<file path="src/rtl/dma_stream_ctl_pkg.sv">
// Shared sizes and types for the GEMM stream-side DMA controller.
package dma_pkg;

    localparam int SRC_WORDS = 16;
    localparam int DST_WORDS = 8;
    localparam int SRC_AW    = 4;
    localparam int DST_AW    = 3;
    localparam int DW        = 64;

    localparam logic [SRC_AW-1:0] SRC_LAST = SRC_AW'(SRC_WORDS - 1);
    localparam logic [DST_AW-1:0] DST_LAST = DST_AW'(DST_WORDS - 1);

    typedef enum logic [1:0] {
        LOAD,
        RUN,
        WAIT,
        DRAIN
    } state_e;

    // One output-stream entry: result word plus its end-of-frame marker.
    typedef struct packed {
        logic          last;
        logic [DW-1:0] data;
    } beat_t;

endpackage

</file>
<file path="src/rtl/dma_stream_ctl_skid_fifo2.sv">
// Two-entry shift FIFO; the head entry sits in dedicated flops so the
// stream outputs it feeds come straight from registers.
module skid_fifo2
    import dma_pkg::*;
(
    input  logic       clk,
    input  logic       rst_n,
    input  logic       push_i,
    input  beat_t      push_beat_i,
    input  logic       pop_i,
    output logic [1:0] count_o,
    output logic       head_valid_o,
    output beat_t      head_o
);

    beat_t head_q;
    beat_t tail_q;
    logic  head_v_q;
    logic  tail_v_q;

    // Pop is only raised with a valid head, and the read credit keeps push
    // from ever arriving while both entries are full and nothing leaves.
    always_ff @(posedge clk or negedge rst_n) begin
        if (!rst_n) begin
            // NOTE: the storage is reset too, because the head drives tdata/tlast
            // and those have defined reset values.
            head_q   <= '0;
            tail_q   <= '0;
            head_v_q <= 1'b0;
            tail_v_q <= 1'b0;
        end else if (pop_i) begin
            if (tail_v_q) begin
                head_q <= tail_q;
                if (push_i) begin
                    tail_q <= push_beat_i;
                end else begin
                    tail_v_q <= 1'b0;
                end
            end else if (push_i) begin
                head_q <= push_beat_i;
            end else begin
                head_v_q <= 1'b0;
            end
        end else if (push_i) begin
            if (!head_v_q) begin
                // NOTE: non-blocking assignments keep every flop in this block
                // sampling pre-edge values, independent of statement order.
                head_q   <= push_beat_i;
                head_v_q <= 1'b1;
            end else begin
                tail_q   <= push_beat_i;
                tail_v_q <= 1'b1;
            end
        end
    end

    assign count_o      = 2'(head_v_q) + 2'(tail_v_q);
    assign head_valid_o = head_v_q;
    assign head_o       = head_q;

endmodule

</file>
<file path="src/rtl/dma_stream_ctl.sv">
// Loads one 16-beat frame into the source buffer, kicks the compute core,
// then streams the 8 destination-buffer words back out.
module dma_stream_ctl
    import dma_pkg::*;
(
    input  logic              clk,
    input  logic              rst_n,
    input  logic              s_axis_tvalid,
    output logic              s_axis_tready,
    input  logic [DW-1:0]     s_axis_tdata,
    input  logic              s_axis_tlast,
    output logic              src_v,
    output logic [SRC_AW-1:0] src_a,
    output logic [DW-1:0]     src_d,
    output logic              run,
    input  logic              done,
    output logic              dst_v,
    output logic [DST_AW-1:0] dst_a,
    input  logic [DW-1:0]     dst_d,
    output logic              m_axis_tvalid,
    input  logic              m_axis_tready,
    output logic [DW-1:0]     m_axis_tdata,
    output logic              m_axis_tlast,
    output logic              err
);

    localparam logic [DST_AW:0] RD_END = (DST_AW + 1)'(DST_WORDS);

    state_e              state_q;
    logic [SRC_AW-1:0]   in_cnt_q;
    logic [DST_AW:0]     rd_cnt_q;
    logic                src_v_q;
    logic [SRC_AW-1:0]   src_a_q;
    logic [DW-1:0]       src_d_q;
    logic                run_q;
    logic                err_q;
    logic                rd_pend_q;
    logic                rd_pend_last_q;

    logic                fifo_pop;
    logic [1:0]          fifo_count;
    logic                head_valid;
    beat_t               head;
    beat_t               push_beat;
    logic [2:0]          occupancy;
    logic                credit;
    logic                rd_issue;

    // Held words plus the read still in flight must leave room after this
    // cycle's pop, so the FIFO can never be overrun.
    assign fifo_pop  = head_valid & m_axis_tready;
    assign occupancy = 3'(fifo_count) + 3'(rd_pend_q);
    assign credit    = occupancy < (3'd2 + 3'(fifo_pop));
    assign rd_issue  = (state_q == DRAIN) && (rd_cnt_q < RD_END) && credit;

    // Gated by rst_n so the port reads low while reset is held, even though
    // the state register already sits in LOAD.
    assign s_axis_tready = rst_n && (state_q == LOAD);

    always_ff @(posedge clk or negedge rst_n) begin
        if (!rst_n) begin
            state_q        <= LOAD;
            in_cnt_q       <= '0;
            rd_cnt_q       <= '0;
            src_v_q        <= 1'b0;
            src_a_q        <= '0;
            src_d_q        <= '0;
            run_q          <= 1'b0;
            err_q          <= 1'b0;
            rd_pend_q      <= 1'b0;
            rd_pend_last_q <= 1'b0;
        end else begin
            src_v_q        <= 1'b0;
            err_q          <= 1'b0;
            rd_pend_q      <= rd_issue;
            rd_pend_last_q <= rd_issue && (rd_cnt_q[DST_AW-1:0] == DST_LAST);

            case (state_q)
                LOAD: begin
                    if (s_axis_tvalid) begin
                        src_v_q <= 1'b1;
                        src_a_q <= in_cnt_q;
                        src_d_q <= s_axis_tdata;
                        if (in_cnt_q == SRC_LAST) begin
                            // A full frame is used even without its tlast.
                            err_q    <= !s_axis_tlast;
                            in_cnt_q <= '0;
                            state_q  <= RUN;
                        end else if (s_axis_tlast) begin
                            err_q    <= 1'b1;
                            in_cnt_q <= '0;
                        end else begin
                            in_cnt_q <= in_cnt_q + SRC_AW'(1);
                        end
                    end
                end
                RUN: begin
                    run_q <= !run_q;
                    if (run_q) begin
                        state_q <= WAIT;
                    end
                end
                WAIT: begin
                    if (done) begin
                        state_q <= DRAIN;
                    end
                end
                DRAIN: begin
                    if (rd_issue) begin
                        rd_cnt_q <= rd_cnt_q + (DST_AW + 1)'(1);
                    end
                    if (fifo_pop && head.last) begin
                        rd_cnt_q <= '0;
                        in_cnt_q <= '0;
                        state_q  <= LOAD;
                    end
                end
                default: state_q <= LOAD;
            endcase
        end
    end

    assign push_beat = '{last: rd_pend_last_q, data: dst_d};

    skid_fifo2 u_out_fifo (
        .clk          (clk),
        .rst_n        (rst_n),
        .push_i       (rd_pend_q),
        .push_beat_i  (push_beat),
        .pop_i        (fifo_pop),
        .count_o      (fifo_count),
        .head_valid_o (head_valid),
        .head_o       (head)
    );

    assign src_v         = src_v_q;
    assign src_a         = src_a_q;
    assign src_d         = src_d_q;
    assign run           = run_q;
    assign err           = err_q;
    assign dst_v         = rd_issue;
    assign dst_a         = rd_cnt_q[DST_AW-1:0];
    assign m_axis_tvalid = head_valid;
    assign m_axis_tdata  = head.data;
    assign m_axis_tlast  = head.last;

endmodule

</file>
<file path="config.mk">
export PLATFORM = sky130hd
export DESIGN_NAME = dma_stream_ctl
export DESIGN_NICKNAME = d
export VERILOG_FILES = /design/src/rtl/dma_stream_ctl_pkg.sv /design/src/rtl/dma_stream_ctl_skid_fifo2.sv /design/src/rtl/dma_stream_ctl.sv
export SDC_FILE = /design/constraint.sdc
export NUM_CORES = 1
export LEC_CHECK = 0
export ABC_CLOCK_PERIOD_IN_PS = 2770
export CAP_MARGIN = 20
export CORE_ASPECT_RATIO = 1.5
export CORE_MARGIN = 5
export CORE_UTILIZATION = 35
export CTS_BUF_LIST = sky130_fd_sc_hd__clkbuf_8
export DETAILED_ROUTE_END_ITERATION = 10
export PLACE_DENSITY = 0.64
export SLEW_MARGIN = 40
export SYNTH_ARGS = -nofsm -noshare
export SYNTH_HDL_FRONTEND = slang
export SYNTH_SLANG_ARGS = --single-unit
</file>
<file path="constraint.sdc">
create_clock -name clk -period 2.77 [get_ports clk]
set_input_delay 0.277 -clock clk [delete_from_list [all_inputs] [get_ports clk]]
set_output_delay 0.277 -clock clk [all_outputs]
set_load 0.05 [all_outputs]
</file>
==> impl_metrics.env <==
export IMPL_initial_core_util=0.355
export IMPL_path_clk_slew_ns=0.06
export IMPL_n_fill_cell=2237
export IMPL_cts_sinks=215
export IMPL_grt_pass1_vias=6333
export IMPL_min_path_type="in2async"
export IMPL_seq_area_um2=5380
export IMPL_grt_max_degree=109
export IMPL_timing_fmax_mhz=385
export IMPL_ys_warn_count=0
export IMPL_switching_share=0.444
export IMPL_ant_nets=0
export IMPL_drv_slew=0
export IMPL_grt_usage=0.151
export IMPL_slew_headroom=0.540
export IMPL_multi_input_area_um2=3210
export IMPL_synth_top_family_by_area="multiplexers"
export IMPL_ys_seq_elements=215
export IMPL_syn_avg_cell_area_um2=13.8
export IMPL_period_needed_ns=2.60
export IMPL_cp_required_ns=2.49
export IMPL_finalCritPeriodShare=0.938
export IMPL_arrival_ns=2.32
export IMPL_antenna_found_initial=2
export IMPL_worst_pin_slew_ns=0.690
export IMPL_place_congestion=0.759
export IMPL_tns_ns=0
export IMPL_syn2layout_area_growth_pct=41.2
export IMPL_grt_ovfl_total=0
export IMPL_syn_inst=648
export IMPL_wl_met2_mm=12.3
export IMPL_cp_max_fo=11
export IMPL_fin_skew_ns=0.0193
export IMPL_syn_num_nets=790
export IMPL_rows=71
export IMPL_hold_viol_final=0
export IMPL_switchingPower_mw=7.66
export IMPL_core_area_um2=25100
export IMPL_setup_viol=0
export IMPL_fp_dieW_um=140
export IMPL_p_int_mw=9.58
export IMPL_h_tree_depth=2
export IMPL_dieArea_um2=28800
export IMPL_preCtsSetupSlack_ns=0.607
export IMPL_setup_worst_path_start_class="flip-flop"
export IMPL_post_cts_setup_buffers=0
export IMPL_synth_fa_ha_area_frac=0.0121
export IMPL_layout_common_cells="clkdlybuf4s50_1, dfrtp_1, mux2_2"
export IMPL_worstSkewPairLatency_ns=0.53
export IMPL_wl_per_cell_um=17.3
export IMPL_hpwl_mm=15.6
export IMPL_drc=0
export IMPL_p_seq_frac=0.319
export IMPL_setup_slack_ns=0.170
export IMPL_clock_power_share=0.155
export IMPL_root_buffer="clkbuf_8"
export IMPL_netlist_area_um2=8920
export IMPL_muxShareOfSynthArea=0.244
export IMPL_top_layer="met5"
export IMPL_cts_max_path_buffers=3
export IMPL_die_y_um=206
export IMPL_power_density_nw_per_um2=1370
export IMPL_wl_met3_mm=1.33
export IMPL_drt_vias_per_instance=4.64
export IMPL_synth_compound_area_share=0.0537
export IMPL_num_vias=5934
export IMPL_status="finished, final reports clean"
export IMPL_worstSetupPathType="reg2out"
export IMPL_synth_area_top_cells="dfrtp_1, mux2_2, mux2i_1, o21ai_0, nand2_1"
export IMPL_cap_viol_max_count=0
export IMPL_grt_pass1_wl_mm=34.5
export IMPL_yosysTopAreaCell="dfrtp_1"
export IMPL_final_common_cell="clkdlybuf4s50_1"
export IMPL_diodes=0
export IMPL_yosysSeqAreaShare=0.603
export IMPL_cts_resized=0
export IMPL_synthSimpleGateAreaFrac=0.0443
export IMPL_combPwrFrac=0.525
export IMPL_rsz0062_at_grt="no"
export IMPL_yosysTopAreaCellShare=0.603
export IMPL_drt_pass1_iterations=4
export IMPL_cts_tree="done"
export IMPL_nets=1074
export IMPL_drive_gt1_frac=0.208
export IMPL_cts_made_buffers=37
export IMPL_ioPinCount=276
export IMPL_wl_met1_mm=7.85
export IMPL_postRouteWirelength_mm=22.1
export IMPL_yosys_area_share_xor_xnor=0.00196
export IMPL_ys_types=38
export IMPL_end_kind="output port"
export IMPL_drtIter0Drc=143
export IMPL_cellLeakagePower_nw=5.77
export IMPL_ir_drop_mv=0.691
export IMPL_io_buffers=275
[final timing paths]
kind                                          from              endpoint  slack [ns]  depth (start not counted)
max                        u_out_fifo.head_valid_o                 dst_v        0.17                          4
min                                          rst_n                   run        0.20                          2
max reg2reg                u_out_fifo.head_valid_o           rd_cnt_q[0]        0.72                          5
min reg2reg                   u_out_fifo.head_o[2]  u_out_fifo.head_o[2]        0.48                          2
max in group asynchronous                    rst_n             src_d[62]        1.58                          3
min in group clk                  s_axis_tdata[43]             src_d[43]        0.36                          2
[worst max-delay path: stages (launching register included)]
cell and delay [ns]:
dfrtp_1 0.59, fa_1 0.46, nand3b_1 0.22, a21oi_2 0.27, buf_4 0.24
[synth_stat cells (all sizes together)]
master	number
a211o	1
nor4b	1
o221ai	1
fa	1
and3	3
nor2b	3
o21ai	70
nor4	1
and2	2
xor2	2
a41oi	1
buf	28
a22oi	1
dfrtp	215
clkbuf	11
ha	7
nor3	1
nand3b	1
nor2	2
inv	6
a211oi	1
a21oi	6
nand2	69
nand2b	2
mux2	134
or2	1
nand3	5
a21o	3
a22o	3
mux2i	66
[power by group through the flow]
stage	clock, mW	sequential (mW)	combinational (mW)
6_report	2.68	5.51	9.06
5_1_grt	2.96	5.72	9.58
4_1_cts	2.82	5.53	9.20
3_5_place_dp	0	5.58	9.18
3_3_place_gp	0	5.52	9.08
2_1_floorplan	0	8.79	3.05
[metal layers]
layer | vias to the layer above | global-route usage
li1 | 2834 | -
met1 | 2910 | 0.161
met2 | 145 | 0.279
met3 | 41 | 0.0414
met4 | 4 | 0.0606
met5 | - | 0
[cells by family (layout without fill, tap and decap cells)]
logic type	count (synthesis)	in the layout
AOI/OAI and AO/OA	87	87
xor gates and xnor gates	2	2
adders and majority gates	8	8
buffers and inverters	45	348
DFF	215	215
muxes	200	200
and+or+nand+nor	91	91
[through the flow]
step,power (mW),util,hold slack (ns),instance area [um^2],cells
global placement,14.6,0.474,0.159,11900,1220
detailed placement,14.8,0.474,0.162,11900,1220
CTS,17.6,0.501,0.169,12600,1279
global route,18.3,0.501,0.209,12600,1279
finish,17.2,0.501,0.203,12600,1279
floorplan,11.8,-,-0.0186,8920,648
[state kept, by name (all words and copies together), names as in the netlist, 2 cells and up]
name and cells:
src_d 64, in_cnt_q 4, state_q 2, u_out_fifo.tail_q 65, src_a 4, u_out_fifo.head_o 65, rd_cnt_q 4
[layout make-up]
type | instances | share of cell area
clock inverter | 16 | 0.00725
clock buffer | 42 | 0.0459
sequential | 215 | 0.427
multi-input combinational | 388 | 0.255
tap | 328 | 0.0326
timing repair buffer | 284 | 0.231
inverter | 6 | 0.00179
[timing repair]
action	in CTS	in global routing
hold buffers	1	0
endpoints found under the setup margin	0	0
endpoints found under the hold margin	33	0
No activity file was read; power rests on OpenSTA's default activity.
